===== src/rtl/rc5_key_schedule_ctrl.sv =====
// RC5-w/r/b key expansion controller: loads key bytes into L, initialises S from
// Pw/Qw, then runs 3*max(T,C) mixing steps. S is exposed through a random-access read port.
module rc5_key_schedule_ctrl #(
    parameter int W   = 32,
    parameter int B   = 16,
    parameter int T   = 26,
    parameter int U   = 4,
    parameter int C   = 4,
    parameter int LGW = 5,
    parameter int AW  = 5
) (
    input  logic           clk,
    input  logic           rst,
    input  logic           start,
    input  logic [8*B-1:0] key,
    input  logic [W-1:0]   pw,
    input  logic [W-1:0]   qw,
    output logic           busy,
    output logic           done,
    output logic           key_valid,
    input  logic [AW-1:0]  s_raddr,
    output logic [W-1:0]   s_rdata
);
    localparam int N  = 3 * ((T > C) ? T : C);
    localparam int CW = (C > 1) ? $clog2(C) : 1;
    localparam int NW = $clog2(N + 1);

    typedef enum logic [2:0] {IDLE, LOAD, INIT, MIX, DONE} state_t;
    state_t state, state_next;

    logic [8*B-1:0] key_r;
    logic [W-1:0]   l_tab [C];
    logic [W-1:0]   s_tab [T];
    logic [W-1:0]   mix_a, mix_b;
    logic [7:0]     byte_idx;
    logic [AW-1:0]  s_idx;
    logic [CW-1:0]  l_idx;
    logic [NW-1:0]  step;
    logic           done_r;

    logic [CW-1:0]  load_lidx;
    logic [7:0]     key_byte;
    logic [W-1:0]   init_word;
    logic [W-1:0]   a_new, b_new;

    function automatic logic [W-1:0] rotl(input logic [W-1:0] x, input logic [LGW-1:0] amt);
        logic [2*W-1:0] t;
        t = {x, x} << amt;
        return t[2*W-1:W];
    endfunction

    always_comb begin
        load_lidx = CW'(byte_idx / U);
        key_byte  = 8'(key_r >> {byte_idx, 3'b000});
        // During INIT mix_a carries the previous S word, so S[k-1] is never re-read
        init_word = (s_idx == '0) ? pw : mix_a + qw;
        a_new     = rotl(s_tab[s_idx] + mix_a + mix_b, LGW'(3));
        b_new     = rotl(l_tab[l_idx] + a_new + mix_b, LGW'(a_new + mix_b));
    end

    always_comb begin
        state_next = state;
        busy       = 1'b0;
        key_valid  = 1'b0;
        done       = done_r;
        unique case (state)
            IDLE: if (start) state_next = LOAD;
            LOAD: begin
                busy = 1'b1;
                if (byte_idx == '0) state_next = INIT;
            end
            INIT: begin
                busy = 1'b1;
                if (s_idx == AW'(T - 1)) state_next = MIX;
            end
            MIX: begin
                busy = 1'b1;
                if (step == NW'(N - 1)) state_next = DONE;
            end
            DONE: begin
                key_valid = 1'b1;
                if (start) state_next = LOAD;
            end
            default: state_next = IDLE;
        endcase
    end

    always_ff @(posedge clk or posedge rst) begin
        if (rst) state <= IDLE;
        else     state <= state_next;
    end

    always_ff @(posedge clk or posedge rst) begin
        if (rst) begin
            key_r    <= '0;
            mix_a    <= '0;
            mix_b    <= '0;
            byte_idx <= '0;
            s_idx    <= '0;
            l_idx    <= '0;
            step     <= '0;
            done_r   <= 1'b0;
            for (int unsigned idx = 0; idx < C; idx++) l_tab[idx] <= '0;
            for (int unsigned idx = 0; idx < T; idx++) s_tab[idx] <= '0;
        end else begin
            done_r <= 1'b0;
            unique case (state)
                IDLE, DONE: begin
                    if (start) begin
                        key_r    <= key;
                        byte_idx <= 8'(B - 1);
                        for (int unsigned idx = 0; idx < C; idx++) l_tab[idx] <= '0;
                    end
                end
                LOAD: begin
                    l_tab[load_lidx] <= rotl(l_tab[load_lidx], LGW'(8)) + W'(key_byte);
                    byte_idx <= byte_idx - 1'b1;
                    if (byte_idx == '0) s_idx <= '0;
                end
                INIT: begin
                    s_tab[s_idx] <= init_word;
                    mix_a        <= init_word;
                    s_idx        <= s_idx + 1'b1;
                    if (s_idx == AW'(T - 1)) begin
                        s_idx <= '0;
                        l_idx <= '0;
                        step  <= '0;
                        mix_a <= '0;
                        mix_b <= '0;
                    end
                end
                MIX: begin
                    s_tab[s_idx] <= a_new;
                    l_tab[l_idx] <= b_new;
                    mix_a        <= a_new;
                    mix_b        <= b_new;
                    s_idx        <= (s_idx == AW'(T - 1)) ? '0 : s_idx + 1'b1;
                    l_idx        <= (l_idx == CW'(C - 1)) ? '0 : l_idx + 1'b1;
                    step         <= step + 1'b1;
                    if (step == NW'(N - 1)) done_r <= 1'b1;
                end
                default: ;
            endcase
        end
    end

    always_comb begin
        s_rdata = '0;
        if ({1'b0, s_raddr} < (AW + 1)'(T)) s_rdata = s_tab[s_raddr];
    end

endmodule


===== config.mk =====
export PLATFORM = sky130hd
export DESIGN_NAME = rc5_key_schedule_ctrl
export DESIGN_NICKNAME = d
export VERILOG_FILES = /design/src/rtl/rc5_key_schedule_ctrl.sv
export SDC_FILE = /design/constraint.sdc
export NUM_CORES = 2
export LEC_CHECK = 0
export BUFFER_PORTS_ARGS = -buffer_cell sky130_fd_sc_hd__buf_4
export CORE_MARGIN = 2
export CORE_UTILIZATION = 51
export DETAILED_ROUTE_END_ITERATION = 10
export MAX_ROUTING_LAYER = met4
export PLACE_DENSITY = 0.7
export SYNTH_ARGS = -nofsm -noshare
export SYNTH_HDL_FRONTEND = slang
export SYNTH_SLANG_ARGS = --single-unit

===== constraint.sdc =====
create_clock -name clk -period 44.6 [get_ports clk]
set_input_delay 13.38 -clock clk [delete_from_list [all_inputs] [get_ports clk]]
set_output_delay 13.38 -clock clk [all_outputs]
set_load 0.005 [all_outputs]

# Word level (Yosys, flattened, before mapping)
# Cells that the tools add are included.
# W data, S select, Z words.
# classes
reduce_logical	19
bitwise	4
muxes	50
order_cmp	8
shifts	2
addsub	11
eq_ne	11
# op_table
operator	n
$bwmux W832	2
$pmux W832 S2	1
$mux W32	15
$pmux W128 S3	1
$bmux W32 S5	2
$bwmux W128	2
$add A32 B32 Y32	5
$demux W32 S5	1
$bmux W32 S2	2
$demux W32 S2	2
$mux W128	1
$pmux W32 S2	2
$shr A128 B11 Y8	1
$shl A64 B5 Y64	1
$add A32 B8 Y32	1
$pmux W8 S2	1
$pmux W7 S2	1
$ge A6 B6 Y1 const B	2
$mux W3	4
$not A5 Y6	2
$pmux W3 S4	1
$mux W5	2
$pmux W5 S2	1
$reduce_and A2 Y1	5
32 further kinds	47
# totals
elab_cells	144
ff_bits	1178
inputBits	200
output_inout_bits	35

# Depth between registers and ports, before layout
# logic_depth
depth_word	11
depth_mapped	41
ltp_nobuf	34

# Worst setup path after synthesis
# No wires, ideal clock.
# synth_path
path_kind	input -> output
startpoint	input s_raddr[0]
endpoint	output s_rdata[10]
t_arrival_ns	15.787
path_stages	7
required_ns	31.220
path_slack_ns	15.433
path_buffers	4
cell_sequence	clkbuf_1 -> buf_1 -> clkbuf_1 -> buf_1 -> mux4_2 -> a2bb2oi_1 -> a21oi_1
# synth_via
elab_chain_len	5
elab_cells_between_ends	6
cone_classes	1 x order compare; 4 x mux; 1 x bitwise
# synth_lines
element	line	text
start: declaration	21	input logic [AW-1:0] s_raddr,
$not A5 Y6 (not written as such)	149	if ({1'b0, s_raddr} < (AW + 1)'(T)) s_rdata = s_tab[s_raddr];
$bmux W32 S5	149	
$mux W32 (not written as such) (2 in a row)	149	
$mux W32 *	149	
end: declaration	22	output logic [W-1:0] s_rdata
# Every way passes the cells marked *; elsewhere a longest branch is shown, timed or not. The select of a mux whose other input is x is not followed.

# Worst setup path in the final report
# layout_path
startpoint	input s_raddr[3]
endpoint	output s_rdata[19]
# The elaborated chain is that of the path after synthesis.

==> results_dict.tcl <==
set metrics [dict create \
    synth.avg_cell_area_sq_um 10.0 \
    postSynthCellCount 7031 \
    fmax_mhz 32.8 \
    cts-root-buf "clkbuf_16" \
    viasPerCell 6.79 \
    slew_headroom 0.0550 \
    cpMostUsedCell "buf_4" \
    worstHoldPathType "reg2reg" \
    dr.first_iter.drc_count 8038 \
    post_cts_buffers 0 \
    critPathRequiredTime_ns 31.22 \
    clkSlewWorstSetupHoldPaths_ns 0.05 \
    nets 7350 \
    yosys.area.top_type "dfrtp_1" \
    critical_path_class "in2out" \
    h-tree-depth 4 \
    final.setup.tns_ns 0 \
    finClkSkew_ns 0.0372 \
    grt_pass1_vias 58100 \
    gp_congestion 1.01 \
    vias 60200 \
    critPathMaxStageDelay_ns 0.89 \
    antenna_found_initial 13 \
    cts.sinks 1178 \
    numCtsBuffers 131 \
    synthArstFlopShare 1.00 \
    worst_slew_pin_slew_ns 1.41 \
    hold_buffers 0 \
    netlist-cell-type-count 111 \
    routed_wl_mm 258 \
    dr.pass1.iters 9 \
    hpwl_mm 175 \
    cts_tree "yes" \
    ys_top_cells_by_count "1483 x nand2_1, 1178 x dfrtp_1, 909 x o21ai_0" \
    synth_top_area_share 0.418 \
    pin_count 235 \
    final.min_clock_period_ns 30.46 \
    ys.warnings.count 0 \
    grtUsageTotal 0.375 \
    die_w_um 376 \
    design.die.area_sq_mm 0.141 \
    fp.dieH_um 376 \
    timing.final.crit_share 0.683 \
    initial_utilization 0.514 \
    hold_viol 0 \
    wl_per_cell_um 29.1 \
    ant_nets 0 \
    worstPathCellList "buf_4 > inv_2 > nor2_2 > buf_4 > a22oi_1 > a2bb2oi_1 > a21oi_1 > buf_4" \
    synthFlopType "dfrtp_1" \
    yosysSeqAreaShare 0.418 \
    status "finished clean" \
    yosysMostFrequentCell "nand2_1" \
    synth_seq_cells 1178 \
    synthTopCellsByArea "dfrtp_1 42%, mux4_2 15%, nand2_1 7.9%, o21ai_0 6.4%, clkbuf_1 2.4%" \
    grt_max_degree 180 \
    syn_nets 7413 \
    cts.path.max_buffers 3 \
    area_growth_pct 10.7 \
    grt_setup_unrepaired "no" \
    io_buffers 234 \
    pre_cts_slack_ns 14.35 \
    postCtsResizedCells 0 \
    clkLatencyLatePin_ns 0.79 \
    cp-end-kind "output port" \
    overflow 0 \
    drive_gt1_frac 0.180 \
    drv_slew 0 \
    crit_arrival_ns 17.08 \
    row_count 136 \
    route.detailed.drc 0 \
    setup_violations 0 \
    start_kind "input port" \
    coreArea_sq_mm 0.137 \
    synthesis.area_sq_mm 0.0706 \
    cp_slowest_cell "nor2_2" \
    drv_cap 0 \
    cp_max_fo 32 \
    reg2reg_slack_ns 30.99 \
    synth_edf_count 0 \
    setup_slack_ns 14.14 \
    grt_pass1_wl_mm 383 \
]
==> layout make-up <==
cell class	instances	area, sq um
Inverter	83	315
Tap cell	1794	2240
Clock buffer	192	3920
Sequential cell	1178	29500
Clock inverter	41	519
Timing Repair Buffer	381	2940
Multi-Input combinational cell	5193	38700
Fill cell	11700	59300
Antenna cell	9	22.5
==> path summary, 6_finish.rpt <==
kind | end | cells past startpoint | from
worst max-delay path | s_rdata[19] | 8 | s_raddr[3]
worst min-delay path | key_r[3] | 2 | key_r[3]
worst max register to register | l_tab[61] | 33 | s_idx[0]
worst min register to register | key_r[3] | 2 | key_r[3]
max in group asynchronous | s_tab[189] | 7 | rst
min in group asynchronous | key_r[18] | 3 | rst
==> registers in the layout (all words and copies together), names as in the netlist <==
register	count
s_tab	832
key_r	128
l_tab	128
mix_a	32
mix_b	32
byte_idx	8
step	7
s_idx	5
state	3
l_idx	2
done	1
==> kinds of logic after synthesis <==
kind of cell	count (synthesis)	share of synthesized area
simple gates	2187	0.128
compound gates	2015	0.178
flops	1178	0.418
mux	697	0.185
fa+ha+maj	182	0.0393
xor+xnor	112	0.0141
buf+inv	660	0.0386
==> critical path: cells and delay by family <==
kind	cells	cell delay (ns)
buf+inv	4	1.84
compound gates	3	0.91
simple gates	1	0.89
==> per-stage QoR <==
| step | utilization | hold slack (ns) | cells | instance area [sq um] |
|---|---|---|---|---|
| after floorplan | - | 0.440 | 7031 | 70600 |
| after global placement | 0.536 | 0.453 | 8629 | 73700 |
| after detailed placement | 0.536 | 0.459 | 8629 | 73700 |
| after CTS | 0.569 | 0.473 | 8862 | 78200 |
| after global routing | 0.569 | 0.488 | 8870 | 78200 |
| final | 0.569 | 0.467 | 8871 | 78200 |
==> placed cells by master (no fill, tap or decap), drive strengths merged, types with 66 or more instances in the layout <==
cell type / count
o221ai: 88
mux4: 479
ha: 116
nand3: 78
o21ai: 949
fa: 66
a22oi: 97
a21oi: 325
dfrtp: 1178
xnor2: 69
mux2i: 158
buf: 380
inv: 85
nor2: 359
clkbuf: 193
nand2: 1485
==> per-layer routing <==
metal / vias up / share of wire / routed length, um / track usage
li1: 25700 / - / - / -
met1: 30000 / 0.39 / 99700 / 0.493
met2: 3733 / 0.44 / 112000 / 0.535
met3: 805 / 0.12 / 29900 / 0.0970
met4: 0 / 0.062 / 16100 / 0.202
met5: - / 0 / 0 / -
Power is left out: the tool's default activity adds up to more than one toggle a clock period on the data nets, which glitch-free logic cannot reach.
